===== src/rtl/bus_arb_pkg.sv =====
// Shared widths, ID-width helper and per-master request payload for bus_rr_arbiter.
package bus_arb_pkg;

  localparam int ADDR_W = 32;
  localparam int DATA_W = 32;
  localparam int BE_W   = 4;

  // Bits needed to index n items, never less than one.
  function automatic int clog2_min1(input int n);
    int r;
    r = 0;
    for (int i = 0; i < 31; i++) begin
      if ((1 << i) < n) r = i + 1;
    end
    return (r < 1) ? 1 : r;
  endfunction

  typedef struct packed {
    logic [ADDR_W-1:0] addr;
    logic              we;
    logic [BE_W-1:0]   be;
    logic [DATA_W-1:0] wdata;
  } bus_req_t;

endpackage


===== src/rtl/bus_arb_id_fifo.sv =====
// Synchronous FIFO of master IDs for outstanding slave transactions.
// Head is visible combinationally; push and pop may occur in the same cycle, even when full.
module bus_arb_id_fifo
  import bus_arb_pkg::*;
#(
  parameter int DEPTH = 2,
  parameter int ID_W  = 1
) (
  input  logic            clk_i,
  input  logic            rst_ni,
  input  logic            push_i,
  input  logic [ID_W-1:0] id_i,
  input  logic            pop_i,
  output logic            full_o,
  output logic            empty_o,
  output logic [ID_W-1:0] head_o
);

  localparam int PTR_W = clog2_min1(DEPTH);
  localparam int CNT_W = clog2_min1(DEPTH + 1);
  localparam logic [CNT_W-1:0] DEPTH_C = CNT_W'(DEPTH);
  localparam logic [PTR_W-1:0] LAST_C  = PTR_W'(DEPTH - 1);

  logic [ID_W-1:0]  mem_q [DEPTH];
  logic [PTR_W-1:0] wr_ptr_q, wr_ptr_d, rd_ptr_q, rd_ptr_d;
  logic [CNT_W-1:0] cnt_q, cnt_d;
  logic             do_push, do_pop;

  assign empty_o = (cnt_q == '0);
  assign full_o  = (cnt_q == DEPTH_C);
  assign head_o  = mem_q[rd_ptr_q];

  assign do_pop  = pop_i & ~empty_o;
  assign do_push = push_i & (~full_o | do_pop);

  always_comb begin
    wr_ptr_d = wr_ptr_q;
    rd_ptr_d = rd_ptr_q;
    cnt_d    = cnt_q;
    if (do_push) wr_ptr_d = (wr_ptr_q == LAST_C) ? '0 : wr_ptr_q + PTR_W'(1);
    if (do_pop)  rd_ptr_d = (rd_ptr_q == LAST_C) ? '0 : rd_ptr_q + PTR_W'(1);
    case ({do_push, do_pop})
      2'b10:   cnt_d = cnt_q + CNT_W'(1);
      2'b01:   cnt_d = cnt_q - CNT_W'(1);
      default: cnt_d = cnt_q;
    endcase
  end

  always_ff @(posedge clk_i or negedge rst_ni) begin
    if (!rst_ni) begin
      wr_ptr_q <= '0;
      rd_ptr_q <= '0;
      cnt_q    <= '0;
    end else begin
      wr_ptr_q <= wr_ptr_d;
      rd_ptr_q <= rd_ptr_d;
      cnt_q    <= cnt_d;
    end
  end

  // Storage is left unreset; only entries below the occupancy count are ever read.
  always_ff @(posedge clk_i) begin
    if (do_push) mem_q[wr_ptr_q] <= id_i;
  end

endmodule


===== src/rtl/bus_rr_arbiter.sv =====
// N-master to 1-slave req/gnt/rvalid arbiter with in-order response routing by ID FIFO.
// Define BUS_ARB_FIXED_PRIO_EN for fixed lowest-index priority; BUS_ARB_ASSERT_ON enables the stray-rvalid check.
module bus_rr_arbiter
  import bus_arb_pkg::*;
#(
  parameter int NUM_MASTERS     = 2,
  parameter int MAX_OUTSTANDING = 2
) (
  input  logic                          clk_i,
  input  logic                          rst_ni,
  input  logic [NUM_MASTERS-1:0]        m_req_i,
  output logic [NUM_MASTERS-1:0]        m_gnt_o,
  input  logic [NUM_MASTERS*ADDR_W-1:0] m_addr_i,
  input  logic [NUM_MASTERS-1:0]        m_we_i,
  input  logic [NUM_MASTERS*BE_W-1:0]   m_be_i,
  input  logic [NUM_MASTERS*DATA_W-1:0] m_wdata_i,
  output logic [NUM_MASTERS-1:0]        m_rvalid_o,
  output logic [DATA_W-1:0]             m_rdata_o,
  output logic                          s_req_o,
  input  logic                          s_gnt_i,
  output logic [ADDR_W-1:0]             s_addr_o,
  output logic                          s_we_o,
  output logic [BE_W-1:0]               s_be_o,
  output logic [DATA_W-1:0]             s_wdata_o,
  input  logic                          s_rvalid_i,
  input  logic [DATA_W-1:0]             s_rdata_i
);

  localparam int ID_W = clog2_min1(NUM_MASTERS);
  localparam logic [ID_W-1:0] LAST_ID = ID_W'(NUM_MASTERS - 1);
  localparam logic [ID_W:0]   NM_C    = (ID_W + 1)'(NUM_MASTERS);

  bus_req_t        req_arr [NUM_MASTERS];
  bus_req_t        sel_req;
  logic [ID_W-1:0] rr_ptr, winner, cand, mux_sel, fifo_head;
  logic [ID_W-1:0] last_sel_q, last_sel_d;
  logic [ID_W:0]   scan;
  logic            found, sel_vld_q, sel_vld_d, err_q, err_d;
  logic            fifo_full, fifo_empty, pop, full_gate, hs;

  genvar gi;
  generate
    for (gi = 0; gi < NUM_MASTERS; gi++) begin : g_unpack
      assign req_arr[gi].addr  = m_addr_i[gi*ADDR_W +: ADDR_W];
      assign req_arr[gi].we    = m_we_i[gi];
      assign req_arr[gi].be    = m_be_i[gi*BE_W +: BE_W];
      assign req_arr[gi].wdata = m_wdata_i[gi*DATA_W +: DATA_W];
    end
  endgenerate

  // First requester at or after rr_ptr, wrapping.
  always_comb begin
    winner = rr_ptr;
    found  = 1'b0;
    scan   = '0;
    cand   = '0;
    for (int i = 0; i < NUM_MASTERS; i++) begin
      scan = {1'b0, rr_ptr} + (ID_W + 1)'(i);
      if (scan >= NM_C) scan = scan - NM_C;
      cand = scan[ID_W-1:0];
      if (!found && m_req_i[cand]) begin
        winner = cand;
        found  = 1'b1;
      end
    end
  end

  // A response arriving this cycle frees its slot before the request gate looks at occupancy.
  assign pop       = s_rvalid_i & ~fifo_empty;
  assign full_gate = fifo_full & ~pop;
  assign s_req_o   = rst_ni & (|m_req_i) & ~full_gate;
  assign hs        = s_req_o & s_gnt_i;

  assign m_gnt_o    = hs  ? (NUM_MASTERS'(1) << winner)    : '0;
  assign m_rvalid_o = pop ? (NUM_MASTERS'(1) << fifo_head) : '0;
  assign m_rdata_o  = s_rdata_i;

  assign mux_sel = s_req_o ? winner : last_sel_q;

  always_comb begin
    sel_req = '0;
    if (s_req_o || sel_vld_q) sel_req = req_arr[mux_sel];
  end

  assign s_addr_o  = sel_req.addr;
  assign s_we_o    = sel_req.we;
  assign s_be_o    = sel_req.be;
  assign s_wdata_o = sel_req.wdata;

  assign last_sel_d = s_req_o ? winner : last_sel_q;
  assign sel_vld_d  = sel_vld_q | s_req_o;
  assign err_d      = err_q | (s_rvalid_i & fifo_empty);

  always_ff @(posedge clk_i or negedge rst_ni) begin
    if (!rst_ni) begin
      last_sel_q <= '0;
      sel_vld_q  <= 1'b0;
      err_q      <= 1'b0;
    end else begin
      last_sel_q <= last_sel_d;
      sel_vld_q  <= sel_vld_d;
      err_q      <= err_d;
    end
  end

`ifdef BUS_ARB_FIXED_PRIO_EN
  assign rr_ptr = '0;
`else
  logic [ID_W-1:0] rr_ptr_q, rr_ptr_d;

  always_comb begin
    rr_ptr_d = rr_ptr_q;
    if (hs) rr_ptr_d = (winner == LAST_ID) ? '0 : winner + ID_W'(1);
  end

  always_ff @(posedge clk_i or negedge rst_ni) begin
    if (!rst_ni) rr_ptr_q <= '0;
    else         rr_ptr_q <= rr_ptr_d;
  end

  assign rr_ptr = rr_ptr_q;
`endif

  bus_arb_id_fifo #(
    .DEPTH (MAX_OUTSTANDING),
    .ID_W  (ID_W)
  ) u_fifo (
    .clk_i   (clk_i),
    .rst_ni  (rst_ni),
    .push_i  (hs),
    .id_i    (winner),
    .pop_i   (pop),
    .full_o  (fifo_full),
    .empty_o (fifo_empty),
    .head_o  (fifo_head)
  );

`ifdef BUS_ARB_ASSERT_ON
  always @(posedge clk_i) begin
    if (rst_ni) begin
      assert (!(s_rvalid_i && fifo_empty))
        else $error("bus_rr_arbiter: slave response with no outstanding transaction");
    end
  end
`endif

endmodule

===== config.mk =====
export PLATFORM = sky130hd
export DESIGN_NAME = bus_rr_arbiter
export DESIGN_NICKNAME = d
export VERILOG_FILES = /design/src/rtl/bus_arb_pkg.sv /design/src/rtl/bus_arb_id_fifo.sv /design/src/rtl/bus_rr_arbiter.sv
export SDC_FILE = /design/constraint.sdc
export NUM_CORES = 1
export LEC_CHECK = 0
export ABC_CLOCK_PERIOD_IN_PS = 1600
export BUFFER_PORTS_ARGS = -buffer_cell sky130_fd_sc_hd__buf_2
export CAP_MARGIN = 5
export CORE_AREA = 5 5 107 109
export DETAILED_ROUTE_END_ITERATION = 10
export DIE_AREA = 0 0 112 114
export GPL_TIMING_DRIVEN = 0
export PLACE_DENSITY = 0.67
export SLEW_MARGIN = 40
export SYNTH_ARGS = -nofsm -noshare
export SYNTH_HDL_FRONTEND = slang
export SYNTH_HIERARCHICAL = 1
export SYNTH_SLANG_ARGS = --single-unit

===== constraint.sdc =====
create_clock -name clk_i -period 1.6 [get_ports clk_i]
set_input_delay 0.24 -clock clk_i [delete_from_list [all_inputs] [get_ports clk_i]]
set_output_delay 0.24 -clock clk_i [all_outputs]
set_load 0.01 [all_outputs]

==> impl.org, run 1 <==
** Cells and area
- In the final layout, flip-flops and latches occupy 238 um^2.
- Cells with a size suffix above 1 make up 69.7% of the layout.
- 0 antenna diodes ended up in the layout.
- Once layout is complete, the cells apart from fillers number 728.
- Post-layout nets :: 765
- Compared with the post-synthesis result, the final layout area differs by 79.2%.
- Measured on the finished design, the core utilization comes to 49.2%.
- Fill cells in the final layout number 1015.
- Area taken by multi-input logic gates :: 0.00249 mm^2
- Non-Filler Cell Area, Final :: 0.00517 mm^2

** Critical path
- Together, buffers and inverters on the worst path number 5.
- For the worst setup path, the data arrival time is 1.77 ns.
- The worst register-to-register path ends at u_fifo/cnt_q[0]$_DFFE_PN0P_.
- Crit path largest cell delay :: 0.40 ns
- The most critical setup path has its startpoint at u_fifo/cnt_q[1]$_DFFE_PN0P_.
- The setup check on the worst reg-to-reg path leaves a slack of -0.40 ns.
- Of all nets on the critical path, the largest fanout is 10.
- For the worst flop-to-flop path, the logic depth is 12.
- STA classifies the critical path endpoint as an output port.
- Slowest library cell on the worst path :: sky130_fd_sc_hd__dfrtp_1
- Grouping stages by cell kind, the critical path spends the most delay in buffers and inverters.
- Traced cell by cell, the critical path runs through inv_1 > nor2_2 > a21o_1 > buf_6 > buf_12 > clkbuf_8 > o22ai_2 > buf_2.
- By startpoint and endpoint, the worst setup path is classified as register to output port.
- The worst register-to-register path begins at u_fifo/cnt_q[1]$_DFFE_PN0P_.
- Sort of element at the start of the critical path :: register
- Following the worst setup path forward leads to its endpoint at s_wdata_o[22].
- For the worst setup path, the data required time is 1.36 ns.
- Total stage count of the critical path :: 8

** Clock tree
- Number of levels the H-tree was split into :: 1
- The clock passes through at most 2 buffers.
- Count of clock tree sinks :: 9
- Cell at the root of the clock tree :: sky130_fd_sc_hd__clkbuf_8
- Total clock buffers created by CTS :: 3
- CTS tree :: yes
- Clock-pin slew was measured on the worst setup and hold paths at 0.05 ns.
- For the worst-skew pair, the clock arrives at the later sink with an insertion delay of 0.23 ns.

** Floorplan
- In this run the vertical extent of the chip is 114 um.
- Number of top-level pins :: 282
- Starting utilization of the core area :: 27.5%
- The floorplan has 38 rows.
- Area enclosed by the die boundary :: 0.0128 mm^2
- Measured along the x axis, the die boundary spans 112 um.
- The region available for standard cell placement spans 0.0105 mm^2.

** Job
- Maximum Capacitance Violations :: 0

** Placement
- Prior to clock tree synthesis, the placed netlist has a worst setup slack of -0.389 ns.
- Port buffering added 249 buffers.
- Including well taps, the total number of placed cells is 708.
- Placement Cell Area :: 0.00433 mm^2
- Gpl congestion :: 0.909
- Summed over all nets, the half-perimeter wirelength after detailed placement is 9.63 mm.

** Yosys
- Yosys printed 6 warnings.
- Biggest area contributors in the synthesized netlist :: sky130_fd_sc_hd__mux2i_1 (48%), sky130_fd_sc_hd__o22ai_1 (13%), sky130_fd_sc_hd__buf_4 (8.3%), sky130_fd_sc_hd__dfrtp_1 (6.1%), sky130_fd_sc_hd__buf_12 (5.5%)
- Number of synthesized flops with an enable pin :: 2
- Library cells used by synthesis :: 33
- Cell type contributing the most total cell area after synthesis :: sky130_fd_sc_hd__mux2i_1
- For this run, the register share of the synthesized area comes to 8.15%.
- Area share of the largest cell type after synthesis :: 47.8%
- In this run the cell area of the synthesized design comes to 0.00289 mm^2.
- Averaged over all synthesized cells, the footprint is 9.05 um^2.
- Async S/R FF share, synth :: 77.8%
- Number of nets produced by synthesis :: 495
- Dominant register cell in the synthesized netlist :: sky130_fd_sc_hd__dfrtp_1
- Counting flops and latches in the post-synthesis netlist gives 9.
- Post-Syn Instances :: 319

** Run status
- The flow ran to the end, but the final reports show violations.
- The checks that failed: negative setup slack.

** Global route
- For met1 alone, demand over resource in global routing was 20.2%.
- After global routing the overflow that remains totals 0.
- Busiest layer in global routing :: met2
- Number of global-route vias before repair :: 3869
- For this run, the total global-route usage over all layers was measured as 17.3%.
- Largest net degree at the start of global routing :: 12
- Wire length of the first global-routing pass :: 18.7 mm
- Number of antenna violations at the first check in global routing :: 0
- Met2 GRT Util :: 32.9%
- GR Util met3 :: 2.55%

** Power and ir drop
- Summed over all cells, the static leakage comes to 2.87 nW.
- Worst voltage drop across the vdd grid :: 364 uV
- Dividing total power by cell area gives a power density of 1010 mW/mm^2.
- Overall power consumption :: 5.21 mW

** Route
- Vias after detailed routing :: 3685
- In the final routed layout, each cell accounts on average for 17.1 um.
- Antenna viol nets, final :: 0
- The first detailed-routing pass took 4 iterations.
- In the routed design, unresolved DRC markers number 0.
- The detailed router finished its first iteration with 146 violations.
- Total length of routed wires :: 12.4 mm
- In the routed layout, each cell is associated on average with a via count of 5.06.

** Timing
- Once routing completed, OpenROAD measured the worst setup slack at -0.411 ns.
- Slew at the pin closest to its max-slew limit :: 0.348 ns
- Setup violations remaining at the end of the flow were counted as 78.
- Setup repair after global routing missed its margin :: true
- The tightest hold path in the finished design has a slack of 0.310 ns.
- After layout, the worst path uses 126% of the clock period.
- The number of hold violations in the final report is 0.
- Clock skew on the completed layout was measured at 0.00240 ns.
- Count of pins over their slew limit :: 0
- Sum of negative setup slack :: -26.99 ns
- Based on the critical path, the design can be clocked at up to 0.497 GHz.
- Minimum clock period :: 2.01 ns
- Rel. slew slack :: 76.7%

** Hold path
- The worst hold path belongs to the class input port to register.
[per-layer routing]
layer | vias up | part of all wire [%] | routed length (um)
met4 | 0 | 2.3 | 280
li1 | 1742 | - | -
met5 | - | 0 | 0
met3 | 26 | 6.6 | 816
met2 | 176 | 53 | 6530
met1 | 1741 | 39 | 4800
[Yosys cell counts, types with 3 or more instances]
master / instances
sky130_fd_sc_hd__buf_4: 32
sky130_fd_sc_hd__clkbuf_1: 6
sky130_fd_sc_hd__inv_1: 4
sky130_fd_sc_hd__buf_2: 14
sky130_fd_sc_hd__o22ai_1: 59
sky130_fd_sc_hd__buf_12: 8
sky130_fd_sc_hd__nor2_1: 7
sky130_fd_sc_hd__mux2i_1: 138
sky130_fd_sc_hd__dfrtp_1: 7
sky130_fd_sc_hd__buf_6: 3
sky130_fd_sc_hd__a21oi_1: 4
sky130_fd_sc_hd__o22ai_2: 10
[registers in the layout, summed over array words and instances, names as in the netlist]
name / cells
last_sel_q: 1
rr_ptr: 1
sel_vld_q: 1
u_fifo/cnt_q: 2
u_fifo/mem_q: 2
u_fifo/rd_ptr_q: 1
u_fifo/wr_ptr_q: 1
[logic make-up (layout without fill, tap and decap cells)]
group / after synthesis / in the layout / share of synthesized area, %
AO/OA/AOI/OAI: 78 / 78 / 19.0
XOR/XNOR: 3 / 3 / 0.910
buffers and inverters: 68 / 337 / 18.9
flip-flops: 9 / 9 / 8.15
multiplexers: 140 / 140 / 48.6
AND/OR/NAND/NOR: 21 / 21 / 4.46
[power by group]
| part | switching (mW) | leakage (nW) | internal, mW |
|---|---|---|---|
| Combinational | 2.19 | 2.75 | 2.35 |
| Clock | 0.0974 | 0.0228 | 0.174 |
| Sequential | 0.0854 | 0.0959 | 0.318 |
| Total | 2.37 | 2.87 | 2.85 |
[cell usage in the layout (no fill, tap or decap), types with 2 or more instances in the layout]
master / synthesis / layout
sky130_fd_sc_hd__dfrtp_1: 7 / 5
sky130_fd_sc_hd__o22ai_2: 10 / 50
sky130_fd_sc_hd__nor2_2: 0 / 2
sky130_fd_sc_hd__nor2_1: 7 / 5
sky130_fd_sc_hd__buf_12: 8 / 14
sky130_fd_sc_hd__mux2_2: 2 / 2
sky130_fd_sc_hd__buf_2: 14 / 244
sky130_fd_sc_hd__inv_1: 4 / 2
sky130_fd_sc_hd__buf_16: 0 / 2
sky130_fd_sc_hd__buf_4: 32 / 47
sky130_fd_sc_hd__edfxtp_1: 2 / 2
sky130_fd_sc_hd__buf_6: 3 / 13
sky130_fd_sc_hd__o22ai_4: 0 / 6
sky130_fd_sc_hd__o22ai_1: 59 / 13
sky130_fd_sc_hd__mux2i_2: 0 / 3
sky130_fd_sc_hd__clkbuf_16: 0 / 3
sky130_fd_sc_hd__clkbuf_8: 0 / 6
sky130_fd_sc_hd__a21oi_1: 4 / 3
sky130_fd_sc_hd__inv_6: 0 / 2
sky130_fd_sc_hd__mux2i_1: 138 / 135
sky130_fd_sc_hd__nand2b_4: 1 / 2
sky130_fd_sc_hd__dfrtp_2: 0 / 2
sky130_fd_sc_hd__xnor2_1: 2 / 2
[layout make-up]
class	count	share of cell area [%]
inverter	5	0.629
clock buffer	4	0.870
timing repair buffer	267	29.6
multi-input combinational	242	48.2
sequential	9	4.59
tap	140	3.38
buffer	61	12.7
[worst min-delay path by stage]
stage	start	end	cells past startpoint
final	s_gnt_i	rr_ptr$_DFFE_PN0N_	3
after global placement	rst_ni	u_fifo/rd_ptr_q$_DFFE_PN0P_	1
after floorplan	rst_ni	last_sel_q$_DFF_PN0_	0
after detailed placement	rst_ni	u_fifo/rd_ptr_q$_DFFE_PN0P_	1
after global routing	s_gnt_i	rr_ptr$_DFFE_PN0N_	3
after CTS	s_gnt_i	rr_ptr$_DFFE_PN0N_	3
[tightest hold or removal path, delay by kind of cell]
kind / cells / cell delay (ns)
and+or+nand+nor: 1 / 0.07
AOI/OAI and AO/OA: 1 / 0.07
buffers and inverters: 1 / 0.12
[timing repair]
action | 4_1_cts | 5_1_grt
cloned | 4 | 1
endpoints found under the hold margin | 7 | 0
hold buffers | 1 | 0
gates resized for setup | 79 | 39
endpoints found under the setup margin | 77 | 80
pin swaps | 6 | 2
setup buffers | 12 | 0
No activity file was read; power rests on OpenSTA's default activity.
==> inputs of run 2 (changes only) <==
- REMOVE_ABC_BUFFERS: unset -> 1
==> run 2 against run 1 <==
Against the previous run: largest power group unchanged; first-iteration DRC count rose by 22%; highest routed layer is now met5; hold slack improved by 0.097 ns; the run still ends with negative setup slack left; via count fell by 1.6%; die area did not move; critical endpoint is now m_gnt_o[0]; utilization rose by 1.8 points; critical path depth rose by 1.
==> impl.org, run 2 (synthesized netlist as in run 1, its figures left out) <==
** Power and ir drop
- In this run the power density over the cells is 1100 mW/mm^2.
- Worst voltage drop across the vdd grid :: 586 uV
- Leakage power total :: 2.71 nW
- Overall power consumption :: 5.91 mW

** Critical path
- Total stage count of the critical path :: 9
- Buffering stage count on the worst path with inverters included :: 4
- Family with the most delay on the worst path :: buffers and inverters
- The worst setup path is captured at an output port.
- Worst setup path class :: register to output port
- Slowest library cell on the worst path :: sky130_fd_sc_hd__dfrtp_1
- The worst setup path is launched from a register.
- Reg2reg path depth :: 11
- For the worst setup path, the data arrival time is 1.81 ns.
- In this run the worst path has a maximum fanout of 6.
- Cell Chain, Critical Path :: nor2_2 > nand2b_4 > a21o_4 > clkbuf_16 > buf_8 > inv_8 > nand2_8 > nor2_4 > buf_6
- Required arrival time at the worst endpoint :: 1.36 ns
- Crit path largest cell delay :: 0.42 ns

** Global route
- Global Route Usage Sum :: 21.7%
- In this run the most used layer during global routing was met2.
- For met3 alone, demand over resource in global routing was 9.87%.
- Wire length of the first global-routing pass :: 21.3 mm
- Largest net degree at the start of global routing :: 28
- For met2 alone, demand over resource in global routing was 33.6%.
- Number of antenna violations at the first check in global routing :: 0
- Number of global-route vias before repair :: 3720
- For this run the aggregate overflow at the end of global routing stands at 0.
- GR Util met1 :: 27.4%

** Cells and area
- Fillers :: 952
- The count of cells in the finished layout, fillers not included, comes to 675.
- The top cell types in the final layout, fill and taps aside, are sky130_fd_sc_hd__buf_2 (199), sky130_fd_sc_hd__mux2i_1 (119), sky130_fd_sc_hd__o22ai_2 (47).
- Post-layout nets :: 712
- Largest registers :: u_fifo/cnt_q: 2 flops, u_fifo/mem_q: 2 flops
- Number of inserted diodes :: 0
- At the end of the flow the core is filled with cells to 51.1%.
- The post-route netlist has 72.3% of its cells at a drive strength greater than 1.
- Area growth, synth to finish :: 85.9%
- Leaving out fill and tap cells, the most frequent cell in the layout is sky130_fd_sc_hd__buf_2.

** Hold path
- The worst hold path was traced through 3 stages.
- Type of the worst min-delay path :: input port to register

** Clock tree
- TritonCTS created 3 clock buffers.
- CTS tree :: yes
- Buffer levels on the longest clock path :: 2
- Number of levels the H-tree was split into :: 1
- Cell at the root of the clock tree :: sky130_fd_sc_hd__clkbuf_8
- Clock-pin slew was measured on the worst setup and hold paths at 0.05 ns.
- Count of clock tree sinks :: 9
- Source-to-sink clock delay at the later pin of the worst-skew pair :: 0.23 ns

** Timing
- Setup repair after global routing could not meet its margin everywhere.
- Rel. slew slack :: 59.7%
- The number of hold violations in the final report came to 0.
- Between clock sinks in the finished design, the worst skew comes to 0.00131 ns.
- Count of pins over their slew limit :: 0
- After routing, the total negative slack on setup checks comes to -30.78 ns.
- Setup-violating endpoint count in the final report :: 80
- Based on the critical path, the design can be clocked at up to 0.488 GHz.
- Minimum clock period :: 2.05 ns
- The worst path uses 128% of the clock period.
- Slew at the pin closest to its max-slew limit :: 0.604 ns
- After layout, the worst setup slack is -0.451 ns.

** Placement
- Before CTS, the worst setup slack after placement is -1.06 ns.
- Gpl congestion :: 0.811
- After detailed placement, the design holds a cell count of 621.
- Buffers on Ports :: 217
- The wire-length estimate of the detail-placed layout is 9.51 mm.

** Floorplan
- Number of placement rows :: 38
- Area enclosed by the die boundary :: 0.0128 mm^2
- Vertical die dimension :: 114 um
- Number of top-level pins :: 282
- Starting utilization of the core area :: 27.5%
- Area inside the core boundary :: 0.0105 mm^2
- The floorplan step set the die width to 112 um.

** Route
- Antenna viol nets, final :: 0
- The first TritonRoute pass finished after 4 iterations.
- Detailed-route wire length per cell :: 23.8 um
- After detailed routing, the number of vias per cell comes to 5.37.
- In this run, the number of DRC markers left after iteration 0 of detailed routing was 178.
- DRC violation count after routing :: 0
- The routed design has 16.1 mm of wire.
- The final route contains 3625 vias.

** Run status
- Outcome :: complete, but fails checks
- Violations in the final reports :: negative setup slack

** Job
- Maximum Capacitance Violations :: 0
-- run 2: worst paths after layout --
path	to	start	slack, ns
hold reg to reg	u_fifo/rd_ptr_q$_DFFE_PN0P_	u_fifo/rd_ptr_q$_DFFE_PN0P_	0.48
setup reg to reg	u_fifo/cnt_q[0]$_DFFE_PN0P_	u_fifo/cnt_q[0]$_DFFE_PN0P_	-0.40
max in group asynchronous	last_sel_q$_DFF_PN0_	rst_ni	0.85
hold / removal	rr_ptr$_DFFE_PN0N_	s_gnt_i	0.41
setup / recovery	m_gnt_o[0]	u_fifo/cnt_q[1]$_DFFE_PN0P_	-0.45
min in group asynchronous	u_fifo/rd_ptr_q$_DFFE_PN0P_	rst_ni	0.46
-- run 2: per-stage QoR --
stage / hold slack (ns) / area (um^2)
3_5_place_dp: 0.0916 / 3800
6_report: 0.408 / 5370
4_1_cts: 0.358 / 4860
2_1_floorplan: -0.0556 / 2360
5_1_grt: 0.410 / 5370
3_3_place_gp: 0.0867 / 3620
-- run 2: area by class of cell --
cell class | count | area, um^2 | area share [%]
clock buffers | 4 | 45.0 | 0.839
inverters | 5 | 37.5 | 0.699
multi-input cells | 254 | 3000 | 55.8
flip-flops and latches | 9 | 244 | 4.54
well taps | 140 | 175 | 3.26
repair buffers | 263 | 1870 | 34.8
-- run 2: layer usage --
metal / wire, um / share of wire [%] / up-vias
li1: - / - / 1666
met1: 6630 / 41 / 1748
met2: 7570 / 47 / 193
met3: 1570 / 9.8 / 16
met4: 201 / 1.3 / 2
met5: 83 / 0.52 / -
-- run 2: tightest hold or removal path: cells and delay by family --
kind	cells	cell delay [ns]
simple gates	1	0.06
compound gates	1	0.15
buf+inv	1	0.15
-- run 2: repair_timing --
| item | in CTS | in global routing |
|---|---|---|
| hold buffers | 1 | 0 |
| resized for setup | 116 | 70 |
| buffers inserted | 25 | 6 |
| hold endpoints to repair | 7 | 0 |
| pin swaps | 17 | 8 |
| gates cloned | 12 | 8 |
| endpoints found under the setup margin | 79 | 80 |
-- run 2: report_power, final --
group	internal (mW)	switching (mW)	total, mW
sequential	0.323	0.103	0.427
clock	0.174	0.0893	0.263
combinational	2.67	2.54	5.22
total	3.17	2.74	5.91
==> inputs of run 3 (changes only) <==
- BUFFER_PORTS_ARGS: -buffer_cell sky130_fd_sc_hd__buf_2 -> unset
- CORE_AREA: 5 5 107 109 -> 5 5 105 107
- DIE_AREA: 0 0 112 114 -> 0 0 110 112
- DONT_BUFFER_PORTS: unset -> 1
- PLACE_DENSITY: 0.67 -> unset
==> run 3 against run 2 <==
Against the previous run: the run still ends with negative setup slack left; power is 5.3% lower; first-iteration DRC count is 46% lower; routed wire length is 10% lower; die area is 3.5% lower; clock skew hardly changed; flip-flop and latch count stayed put; critical path type unchanged; largest cell class unchanged; register-to-register slack better by 0.19 ns; sequential power is 3% higher; combinational power is 6.3% lower; non-clock buffer count is 226 lower.
==> impl.org, run 3 (synthesized netlist as in run 1, its figures left out) <==
** Critical path
- Setup slack, reg-to-reg :: -0.21 ns
- Sort of element at the start of the critical path :: register
- FF-to-FF End :: u_fifo/cnt_q[0]$_DFFE_PN0P_
- Worst setup path class :: register to output port
- The cell family contributing the most delay on the critical path is buffers and inverters.
- Critical path capture point type :: output port
- Total stage count of the critical path :: 8
- Maximum fanout count along the critical path :: 5
- Crit path largest cell delay :: 0.42 ns
- Traced cell by cell, the critical path runs through nor2_4 > o21ai_4 > buf_12 > buf_16 > buf_4 > buf_6 > mux2i_4 > o22ai_4.
- Required arrival time at the worst endpoint :: 1.36 ns
- The critical path contains buffers and inverters numbering 4 combined.
- Data arrival, critical path :: 1.78 ns
- On the critical path, the stage with the largest delay is an instance of sky130_fd_sc_hd__dfrtp_1.
- Reg2reg path depth :: 10
- Critical register-to-register path startpoint :: u_fifo/cnt_q[1]$_DFFE_PN0P_

** Cells and area
- Leaving out fill and tap cells, the most frequent cell in the layout is sky130_fd_sc_hd__mux2i_1.
- Area taken by multi-input logic gates :: 0.00359 mm^2
- For this run, the post-layout net count is 483.
- The layout has 879 filler cells.
- Non-Filler Cell Area, Final :: 0.00472 mm^2
- The area growth from synthesis to layout is 63.3%.
- Cells with a size suffix above 1 make up 66.7% of the layout.
- Number of inserted diodes :: 0
- Cells fill 46.9% of the core in the end.
- Across the whole layout, storage elements account for 241 um^2.
- Commonest non-fill, non-tap cells in the layout :: sky130_fd_sc_hd__mux2i_1 (80), sky130_fd_sc_hd__mux2i_4 (41), sky130_fd_sc_hd__o22ai_4 (36)
- The finished layout holds 442 standard cells, fillers aside.
- In the final layout, the registers with the most flip-flops are u_fifo/cnt_q: 2 flops, u_fifo/mem_q: 2 flops.

** Timing
- Count of pins over their slew limit :: 0
- Across all hold checks on the routed design, the worst slack comes to 0.192 ns.
- The number of hold violations in the final report was 0.
- Setup repair after global routing could not meet its margin everywhere.
- After layout, the minimum clock period comes to 2.02 ns.
- After layout, the worst setup slack is -0.416 ns.
- For this run, the top clock speed supported by timing is 0.496 GHz.
- Rel. slew slack :: 44.3%
- Slew at the pin closest to its max-slew limit :: 0.835 ns
- Setup-violating endpoint count in the final report :: 77
- Dividing the final minimum period by the clock period gives 126%.
- Clock skew :: 0.00114 ns

** Clock tree
- For the worst-skew pair, the clock arrives at the later sink with an insertion delay of 0.24 ns.
- Counting the buffers created by CTS gives 3.
- Cell at the root of the clock tree :: sky130_fd_sc_hd__clkbuf_8
- CTS tree :: yes
- The clock passes through at most 2 buffers.
- Counting every sink on the clock net gives 9.
- Number of levels the H-tree was split into :: 1
- Clock-pin slew was measured on the worst setup and hold paths at 0.04 ns.

** Route
- Vias after detailed routing :: 2803
- The routed design has 14.4 mm of wire.
- First-pass iteration count of the detailed router :: 4
- For this run, design rule violations remaining after detail routing come to 0.
- Antenna viol nets, final :: 0
- After detailed routing, the average wire length per cell comes to 32.6 um.
- First DRT Iteration DRCs :: 96
- Avg Vias per Cell :: 6.34

** Placement
- After legalization and detailed placement, the total HPWL measured 8.13 mm.
- Placement Cell Area :: 0.00270 mm^2
- After detailed placement, the design holds a cell count of 400.
- Gpl congestion :: 0.664
- The count of buffers added on input and output ports is 0.

** Run status
- Outcome :: complete, but fails checks
- Violations in the final reports :: negative setup slack

** Floorplan
- 282 I/O pins were placed.
- Area enclosed by the die boundary :: 0.0123 mm^2
- Starting utilization of the core area :: 28.7%
- Vertical die dimension :: 112 um
- The initialized floorplan defines 37 standard-cell rows.
- In this run the horizontal extent of the chip is 110 um.
- Area inside the core boundary :: 0.0100 mm^2

** Power and ir drop
- The design draws 5.60 mW.
- Worst voltage drop across the vdd grid :: 602 uV
- Leakage power total :: 1.70 nW
- Total power divided by cell area :: 1190 mW/mm^2

** Global route
- Entering global routing, the biggest net connects 37 pins.
- The initial antenna violation count came to 0.
- Number of global-route vias before repair :: 3231
- Across every metal layer, demand over resource in global routing totals 21.5%.
- The first global-routing pass estimated 19.8 mm of wire.
- For this run the aggregate overflow at the end of global routing stands at 0.

** Hold path
- For hold timing, the worst endpoint is rr_ptr$_DFFE_PN0N_.
- Type of the worst min-delay path :: input port to register
- Launch instance of the worst min-delay path :: s_gnt_i
- Number of stages on the worst hold path :: 2

** Job
- Maximum Capacitance Violations :: 0
run 3: where the power goes:
part	internal, mW	switching, mW	total [mW]	leakage [nW]
Clock	0.174	0.0918	0.266	0.0228
Combinational	2.42	2.48	4.89	1.58
Sequential	0.324	0.116	0.439	0.0957
Total	2.91	2.68	5.60	1.70
run 3: what timing repair did:
action                     4_1_cts  5_1_grt
cloned                          12        3
hold buffers                     1        0
pin swaps                       23       24
gates resized for setup        179       87
setup buffers                   19        3
setup endpoints to repair       79       77
hold endpoints to repair         7        0
run 3: per-layer routing:
metal  GRT usage [%]  up-vias  share of wire (%)
li1                -     1209                  -
met5            4.62        -               0.51
met2            34.8      163                 50
met3            11.4       13                 11
met4            3.74        2               0.89
met1            25.0     1416                 37
run 3: how the worst max path moves through the flow:
stage | startpoint | to | slack, ns
after floorplan | rr_ptr$_DFFE_PN0N_ | s_addr_o[10] | -2.25
after global placement | rr_ptr$_DFFE_PN0N_ | s_wdata_o[4] | -3.20
after detailed placement | u_fifo/cnt_q[0]$_DFFE_PN0P_ | s_wdata_o[4] | -1.0
after CTS | rr_ptr$_DFFE_PN0N_ | s_wdata_o[4] | -0.40
after global routing | rr_ptr$_DFFE_PN0N_ | s_wdata_o[4] | -0.48
final | rr_ptr$_DFFE_PN0N_ | s_addr_o[28] | -0.42
run 3: through the flow:
stage	setup TNS [ns]	setup WS, ns
floorplan	-173.40	-2.25
global placement	-232.47	-3.20
detailed placement	-53.06	-0.997
CTS	-22.89	-0.398
global route	-30.33	-0.477
finish	-25.36	-0.416
run 3: layout make-up:
class                           instances  share of cell area (%)
Multi-Input combinational cell        251                    76.2
Timing Repair Buffer                   37                    13.3
Sequential cell                         9                    5.12
Tap cell                              136                    3.61
Clock buffer                            4                   0.955
Inverter                                5                   0.796
